**src/rtl/uart_pkg.sv**
```systemverilog
// Shared UART receive definitions: FSM state encoding, parity type codes
// and the expected-parity helper.
package uart_pkg;

  typedef enum logic [2:0] {
    RX_IDLE   = 3'd0,
    RX_START  = 3'd1,
    RX_DATA   = 3'd2,
    RX_PARITY = 3'd3,
    RX_STOP   = 3'd4
  } rx_state_e;

  localparam logic PAR_EVEN = 1'b0;
  localparam logic PAR_ODD  = 1'b1;

  // Expected parity bit given the XOR-reduction of the data word.
  function automatic logic exp_parity(input logic data_xor, input logic par_typ);
    logic r;
    case (par_typ)
      PAR_EVEN: r = data_xor;
      PAR_ODD:  r = ~data_xor;
      default:  r = data_xor;
    endcase
    return r;
  endfunction

endpackage

```
**src/rtl/uart_rx_if.sv**
```systemverilog
// Receiver-side UART bundle: serial line and framing controls in,
// recovered word and status strobes out. The slave modport is the receiver.
interface uart_rx_if #(
  parameter int DATA_W = 8
);
  logic              RX_IN;
  logic              PAR_EN;
  logic              PAR_TYP;
  logic [DATA_W-1:0] P_DATA;
  logic              DATA_VLD;
  logic              PAR_ERR;
  logic              STP_ERR;

  modport master (
    output RX_IN, PAR_EN, PAR_TYP,
    input  P_DATA, DATA_VLD, PAR_ERR, STP_ERR
  );

  modport slave (
    input  RX_IN, PAR_EN, PAR_TYP,
    output P_DATA, DATA_VLD, PAR_ERR, STP_ERR
  );
endinterface

```
**src/rtl/uart_rx_data_sampler.sv**
```systemverilog
// Bit-centre sampler for the UART receiver. With UART_RX_MAJORITY_EN defined
// it captures three samples around the bit centre and votes 2-of-3; otherwise
// it captures a single sample at the centre tick. The captured value is valid
// by the last tick of the bit, where the FSM consumes it.
module data_sampler #(
  parameter int OVERSAMPLE = 8,
  parameter int CNT_W      = 3
) (
  input  logic             CLK,
  input  logic             RST,
  input  logic             rx_s,
  input  logic [CNT_W-1:0] edge_cnt,
  output logic             sampled_bit
);

  localparam logic [CNT_W-1:0] MID = CNT_W'(OVERSAMPLE / 2);

`ifdef UART_RX_MAJORITY_EN
  localparam logic [CNT_W-1:0] MID_LO = CNT_W'(OVERSAMPLE / 2 - 1);
  localparam logic [CNT_W-1:0] MID_HI = CNT_W'(OVERSAMPLE / 2 + 1);

  logic [2:0] samp_q;

  // Capture the line at the three ticks surrounding the bit centre.
  always_ff @(posedge CLK or negedge RST) begin
    if (!RST) begin
      samp_q <= 3'b111;
    end else begin
      if (edge_cnt == MID_LO) samp_q[0] <= rx_s;
      if (edge_cnt == MID)    samp_q[1] <= rx_s;
      if (edge_cnt == MID_HI) samp_q[2] <= rx_s;
    end
  end

  assign sampled_bit = (samp_q[0] & samp_q[1]) |
                       (samp_q[0] & samp_q[2]) |
                       (samp_q[1] & samp_q[2]);
`else
  logic samp_q;

  // Capture the line once, at the bit centre.
  always_ff @(posedge CLK or negedge RST) begin
    if (!RST) begin
      samp_q <= 1'b1;
    end else if (edge_cnt == MID) begin
      samp_q <= rx_s;
    end
  end

  assign sampled_bit = samp_q;
`endif

endmodule

```
**src/rtl/uart_rx.sv**
```systemverilog
// UART receiver: 2-flop synchronizer, start-bit qualification, LSB-first
// data shift, optional parity and stop check, one-cycle result strobes.
// Build option: UART_RX_MAJORITY_EN selects 2-of-3 majority bit sampling.
module uart_rx
  import uart_pkg::*;
#(
  parameter int DATA_W     = 8,
  parameter int OVERSAMPLE = 8
) (
  input  logic     CLK,
  input  logic     RST,
  uart_rx_if.slave bus
);

  localparam int CNT_W = $clog2(OVERSAMPLE);
  localparam int BIT_W = (DATA_W > 1) ? $clog2(DATA_W) : 1;
  localparam logic [CNT_W-1:0] EDGE_LAST = CNT_W'(OVERSAMPLE - 1);
  localparam logic [BIT_W-1:0] BIT_LAST  = BIT_W'(DATA_W - 1);

  logic [1:0]        sync_q;
  rx_state_e         state_q;
  logic [CNT_W-1:0]  edge_cnt_q;
  logic [BIT_W-1:0]  bit_cnt_q;
  logic [DATA_W-1:0] shift_q;
  logic [DATA_W-1:0] p_data_q;
  logic              par_en_q;
  logic              par_typ_q;
  logic              par_bad_q;
  logic              data_vld_q;
  logic              par_err_q;
  logic              stp_err_q;

  logic rx_s;
  logic bit_end_s;
  logic sampled_bit_s;

  // Two-flop synchronizer; reset to the idle line level.
  always_ff @(posedge CLK or negedge RST) begin
    if (!RST) begin
      sync_q <= 2'b11;
    end else begin
      sync_q <= {sync_q[0], bus.RX_IN};
    end
  end

  assign rx_s      = sync_q[1];
  assign bit_end_s = (edge_cnt_q == EDGE_LAST);

  data_sampler #(
    .OVERSAMPLE (OVERSAMPLE),
    .CNT_W      (CNT_W)
  ) u_sampler (
    .CLK         (CLK),
    .RST         (RST),
    .rx_s        (rx_s),
    .edge_cnt    (edge_cnt_q),
    .sampled_bit (sampled_bit_s)
  );

  // Frame FSM with counters, shift register, parity check and output strobes.
  always_ff @(posedge CLK or negedge RST) begin
    if (!RST) begin
      state_q    <= RX_IDLE;
      edge_cnt_q <= {CNT_W{1'b0}};
      bit_cnt_q  <= {BIT_W{1'b0}};
      shift_q    <= {DATA_W{1'b0}};
      p_data_q   <= {DATA_W{1'b0}};
      par_en_q   <= 1'b0;
      par_typ_q  <= 1'b0;
      par_bad_q  <= 1'b0;
      data_vld_q <= 1'b0;
      par_err_q  <= 1'b0;
      stp_err_q  <= 1'b0;
    end else begin
      data_vld_q <= 1'b0;
      par_err_q  <= 1'b0;
      stp_err_q  <= 1'b0;

      if (state_q != RX_IDLE) begin
        edge_cnt_q <= bit_end_s ? {CNT_W{1'b0}} : edge_cnt_q + CNT_W'(1);
      end

      case (state_q)
        RX_IDLE: begin
          // The detecting cycle is tick 0 of the start bit.
          if (!rx_s) begin
            state_q    <= RX_START;
            edge_cnt_q <= CNT_W'(1);
            bit_cnt_q  <= {BIT_W{1'b0}};
            par_en_q   <= bus.PAR_EN;
            par_typ_q  <= bus.PAR_TYP;
            par_bad_q  <= 1'b0;
          end
        end
        RX_START: begin
          if (bit_end_s) begin
            state_q <= sampled_bit_s ? RX_IDLE : RX_DATA;
          end
        end
        RX_DATA: begin
          if (bit_end_s) begin
            shift_q <= {sampled_bit_s, shift_q[DATA_W-1:1]};
            if (bit_cnt_q == BIT_LAST) begin
              bit_cnt_q <= {BIT_W{1'b0}};
              state_q   <= par_en_q ? RX_PARITY : RX_STOP;
            end else begin
              bit_cnt_q <= bit_cnt_q + BIT_W'(1);
            end
          end
        end
        RX_PARITY: begin
          if (bit_end_s) begin
            par_bad_q <= (sampled_bit_s != exp_parity(^shift_q, par_typ_q));
            state_q   <= RX_STOP;
          end
        end
        RX_STOP: begin
          if (bit_end_s) begin
            state_q   <= RX_IDLE;
            par_err_q <= par_bad_q;
            stp_err_q <= ~sampled_bit_s;
            if (!par_bad_q && sampled_bit_s) begin
              data_vld_q <= 1'b1;
              p_data_q   <= shift_q;
            end
          end
        end
        default: begin
          state_q <= RX_IDLE;
        end
      endcase
    end
  end

  assign bus.P_DATA   = p_data_q;
  assign bus.DATA_VLD = data_vld_q;
  assign bus.PAR_ERR  = par_err_q;
  assign bus.STP_ERR  = stp_err_q;

endmodule

```
**src/flat_wrapper.sv**
```systemverilog
// flat-port wrapper written by rule: the top's interface ports become plain ports
module uart_rx_flat import uart_pkg::*;
#(
  parameter int DATA_W     = 8,
  parameter int OVERSAMPLE = 8
)
  (CLK, RST, bus_RX_IN, bus_PAR_EN, bus_PAR_TYP, bus_P_DATA, bus_DATA_VLD, bus_PAR_ERR, bus_STP_ERR);
  uart_rx_if #(.DATA_W(DATA_W)) bus_i ();
  input  logic CLK;
  input  logic RST;
  input wire logic [$bits(bus_i.RX_IN)-1:0] bus_RX_IN;
  input wire logic [$bits(bus_i.PAR_EN)-1:0] bus_PAR_EN;
  input wire logic [$bits(bus_i.PAR_TYP)-1:0] bus_PAR_TYP;
  output wire logic [$bits(bus_i.P_DATA)-1:0] bus_P_DATA;
  output wire logic [$bits(bus_i.DATA_VLD)-1:0] bus_DATA_VLD;
  output wire logic [$bits(bus_i.PAR_ERR)-1:0] bus_PAR_ERR;
  output wire logic [$bits(bus_i.STP_ERR)-1:0] bus_STP_ERR;
  assign bus_i.RX_IN = bus_RX_IN;
  assign bus_i.PAR_EN = bus_PAR_EN;
  assign bus_i.PAR_TYP = bus_PAR_TYP;
  assign bus_P_DATA = bus_i.P_DATA;
  assign bus_DATA_VLD = bus_i.DATA_VLD;
  assign bus_PAR_ERR = bus_i.PAR_ERR;
  assign bus_STP_ERR = bus_i.STP_ERR;
  uart_rx #(.DATA_W(DATA_W), .OVERSAMPLE(OVERSAMPLE)) u_core (.CLK(CLK), .RST(RST), .bus(bus_i));
endmodule
```
**config.mk**
```make
export PLATFORM = sky130hd
export DESIGN_NAME = uart_rx_flat
export DESIGN_NICKNAME = d
export VERILOG_FILES = /design/src/rtl/uart_pkg.sv /design/src/rtl/uart_rx_if.sv /design/src/rtl/uart_rx_data_sampler.sv /design/src/rtl/uart_rx.sv /design/src/flat_wrapper.sv
export SDC_FILE = /design/constraint.sdc
export NUM_CORES = 1
export LEC_CHECK = 0
export CORE_MARGIN = 2
export CORE_UTILIZATION = 30
export DETAILED_ROUTE_END_ITERATION = 8
export HOLD_SLACK_MARGIN = 0.1
export PLACE_DENSITY = 0.53
export SLEW_MARGIN = 20
export SYNTH_ARGS = -nofsm -noshare
export SYNTH_HDL_FRONTEND = slang
export SYNTH_SLANG_ARGS = --single-unit
```
**constraint.sdc**
```tcl
create_clock -name CLK -period 2.5 [get_ports CLK]
set_input_delay 0.375 -clock CLK [delete_from_list [all_inputs] [get_ports CLK]]
set_output_delay 0.375 -clock CLK [all_outputs]
set_load 0.005 [all_outputs]
```
==> results.sh <==
export IMPL_status="complete, no violations"
export IMPL_synthCells=134
export IMPL_ys_seq_area_frac=0.535
export IMPL_setup_viol=0
export IMPL_synth_distinct_cells=35
export IMPL_ant_nets=0
export IMPL_synth_area_mm2=0.00160
export IMPL_power_leakage_nw=0.910
export IMPL_rows=26
export IMPL_htree_levels=2
export IMPL_max_slew_worst_pin_slew_ns=0.471
export IMPL_slew_headroom=0.686
export IMPL_final_nets=162
export IMPL_cp_arrival_ns=2.11
export IMPL_drc=0
export IMPL_async_flop_share=1.00
export IMPL_drv_cap=0
export IMPL_rsz0062_at_grt="false"
export IMPL_drv_slew=0
export IMPL_cts_sinks=34
export IMPL_path_clk_slew_ns=0.07
export IMPL_dieArea_mm2=0.00593
export IMPL_period_share=0.760
export IMPL_cts_buffer_depth=2
export IMPL_cts_tree="built"
export IMPL_antenna_found_initial=0
export IMPL_overflow=0
export IMPL_p_per_area_mw_per_mm2=919
export IMPL_synth_edf_count=0
export IMPL_wl_met2_mm=1.30
export IMPL_port_buffers=15
export IMPL_cts_resized=0
export IMPL_post_drt_wl_per_cell_um=12.5
export IMPL_start_kind="register"
export IMPL_fin_util=0.375
export IMPL_yosysWarnings=0
export IMPL_synth_area_leaders="dfrtp_1, mux2_1, dfstp_2"
export IMPL_top_layer="met4"
export IMPL_worstHoldPathType="reg -> reg"
export IMPL_avgSynthCellArea_um2=11.9
export IMPL_clk_latency_ns=0.28
export IMPL_critPathKind="reg -> reg"
export IMPL_gp_congestion=0.766
export IMPL_synth_nets=145
export IMPL_cts_buffers=5
export IMPL_final_area_mm2=0.00193
export IMPL_hold_viol_final=0
export IMPL_vdd_ir_drop_max_v=0.000437
export IMPL_met3WireLength_um=113
export IMPL_fmax_mhz=527
export IMPL_vias=1047
export IMPL_grt_max_degree=35
export IMPL_yosysTopAreaCell="dfrtp_1"
export IMPL_yosys_area_top_type_share=0.486
export IMPL_dp_cells=214
export IMPL_nFillCells=522
export IMPL_wl_met1_mm=1.29
export IMPL_first_pass_iters=4
export IMPL_viasPerCell=4.72
export IMPL_io_pins=16
export IMPL_cts_root_buf="clkbuf_8"
export IMPL_die_width_um=77.0
export IMPL_fin_cells=222
export IMPL_synth_top_flop_cell="dfrtp_1"
export IMPL_grt_pass1_wl_mm=4.81
export IMPL_initial_core_util=0.311
export IMPL_fin_tns_setup_ns=0
export IMPL_chipHeight_um=77.0
export IMPL_hpwl_mm=1.91
export IMPL_cp_end_kind="register"
export IMPL_track_usage=0.104
export IMPL_drive_gt1_frac=0.105
export IMPL_cts_hold_buf=0
export IMPL_drt_initial_drc_count=75
export IMPL_final_min_clock_period_ns=1.90
export IMPL_synth_seq_cells=34
export IMPL_coreArea_mm2=0.00514
export IMPL_diodes=0
export IMPL_grt_pass1_vias=1059
export IMPL_finClkSkew_ns=0.00785
export IMPL_area_delta_synth_final_pct=20.5
export IMPL_place_area_mm2=0.00182
export IMPL_routed_wirelength_mm=2.79
export IMPL_worstPathRequired_ns=2.71
export IMPL_critPathMaxFanout=12
export IMPL_cts_setup_buffers=0
## flip-flops by register name (all words and copies together), names as in the netlist, 2 cells and up
name / flops
u_core.bus.P_DATA: 8
u_core.shift_q: 8
u_core.bit_cnt_q: 3
u_core.state_q: 3
u_core.sync_q: 2
u_core.edge_cnt_q: 3
## synth_stat cells, types with 2 or more instances
cell type / count
nand3_1: 4
nand2b_1: 4
a21o_1: 2
xnor2_1: 6
a22o_1: 3
inv_1: 5
dfrtp_1: 31
clkbuf_1: 3
dfstp_2: 3
o21ai_1: 2
a211oi_1: 2
a21oi_1: 2
buf_2: 3
nor2_1: 7
ha_1: 6
o21ai_0: 5
mux2_1: 18
and3_1: 4
nand2_1: 8
## per-stage QoR
stage,setup WS (ns),hold slack (ns),power (mW)
floorplan,0.828,0.0794,1.18
global placement,0.679,0.346,1.26
detailed placement,0.606,0.347,1.28
CTS,0.584,0.357,1.79
global route,0.480,0.360,1.90
finish,0.601,0.356,1.77
## critical path, stage by stage (launching register included)
cell and delay [ns]:
dfrtp_1 0.37, ha_1 0.18, ha_1 0.38, nand2b_1 0.19
a211oi_1 0.09, or4b_1 0.46, a21oi_1 0.16
## power by group
part           internal, mW  switching (mW)
Combinational         0.237           0.240
Sequential            0.653           0.144
Clock                 0.293           0.202
## logic make-up (layout without fill, tap and decap cells)
| group | after synthesis | after routing | share of synthesized area |
|---|---|---|---|
| xor+xnor | 8 | 8 | 0.0525 |
| simple gates | 32 | 32 | 0.106 |
| flops | 34 | 34 | 0.535 |
| compound gates | 23 | 23 | 0.0955 |
| fa+ha+maj | 6 | 6 | 0.0470 |
| mux | 19 | 19 | 0.134 |
| buf+inv | 12 | 30 | 0.0305 |
## area by class of cell
| class | count | area (um2) | share of cell area |
|---|---|---|---|
| flip-flops and latches | 34 | 855 | 0.444 |
| clock inverters | 3 | 40.0 | 0.0208 |
| multi-input cells | 88 | 694 | 0.361 |
| repair buffers | 16 | 158 | 0.0819 |
| clock buffers | 5 | 68.8 | 0.0357 |
| inverters | 6 | 22.5 | 0.0117 |
| well taps | 70 | 87.6 | 0.0455 |
## per-layer routing
metal / track usage / up-vias
met4: 0.0661 / 0
met5: 0 / -
met1: 0.118 / 517
met3: 0.0341 / 6
met2: 0.168 / 21
li1: - / 503
## cell usage in the layout, fill, tap and decap left out
| master | count |
|---|---|
| a31oi_1 | 1 |
| nor3_2 | 1 |
| bufinv_16 | 1 |
| a211oi_1 | 2 |
| mux2_2 | 1 |
| buf_4 | 1 |
| dfrtp_1 | 31 |
| o21ai_1 | 2 |
| xnor3_1 | 1 |
| clkbuf_8 | 5 |
| ha_1 | 6 |
| xor2_1 | 1 |
| nor2b_1 | 1 |
| clkdlybuf4s50_1 | 15 |
| a21oi_1 | 2 |
| nand2_1 | 8 |
| or3_1 | 1 |
| o21ai_0 | 5 |
| nor2_1 | 7 |
| o22ai_1 | 1 |
| nand3_2 | 1 |
| a22oi_1 | 1 |
| or4b_1 | 1 |
| nand3_1 | 4 |
| a21o_1 | 2 |
| inv_2 | 1 |
| o31a_1 | 1 |
| mux2_1 | 18 |
| dfstp_2 | 3 |
| xnor2_1 | 6 |
| o211ai_1 | 1 |
| a22o_1 | 3 |
| nand2b_1 | 4 |
| o21a_1 | 1 |
| and3_1 | 4 |
| clkinv_2 | 2 |
| inv_1 | 5 |
| o31ai_1 | 1 |
## final timing paths
path | startpoint | end | slack, ns | depth (start not counted)
worst min-delay path | u_core.sync_q[0] | u_core.sync_q[1] | 0.36 | 0
min in group asynchronous | RST | u_core.bit_cnt_q[2] | 0.49 | 2
worst max-delay path | u_core.edge_cnt_q[0] | u_core.state_q[1] | 0.60 | 6
worst min register to register | u_core.sync_q[0] | u_core.sync_q[1] | 0.36 | 0
worst max register to register | u_core.edge_cnt_q[0] | u_core.state_q[1] | 0.60 | 6
max in group asynchronous | RST | u_core.sync_q[0] | 1.66 | 2
Note: power is estimated with default switching activity, not from simulation.
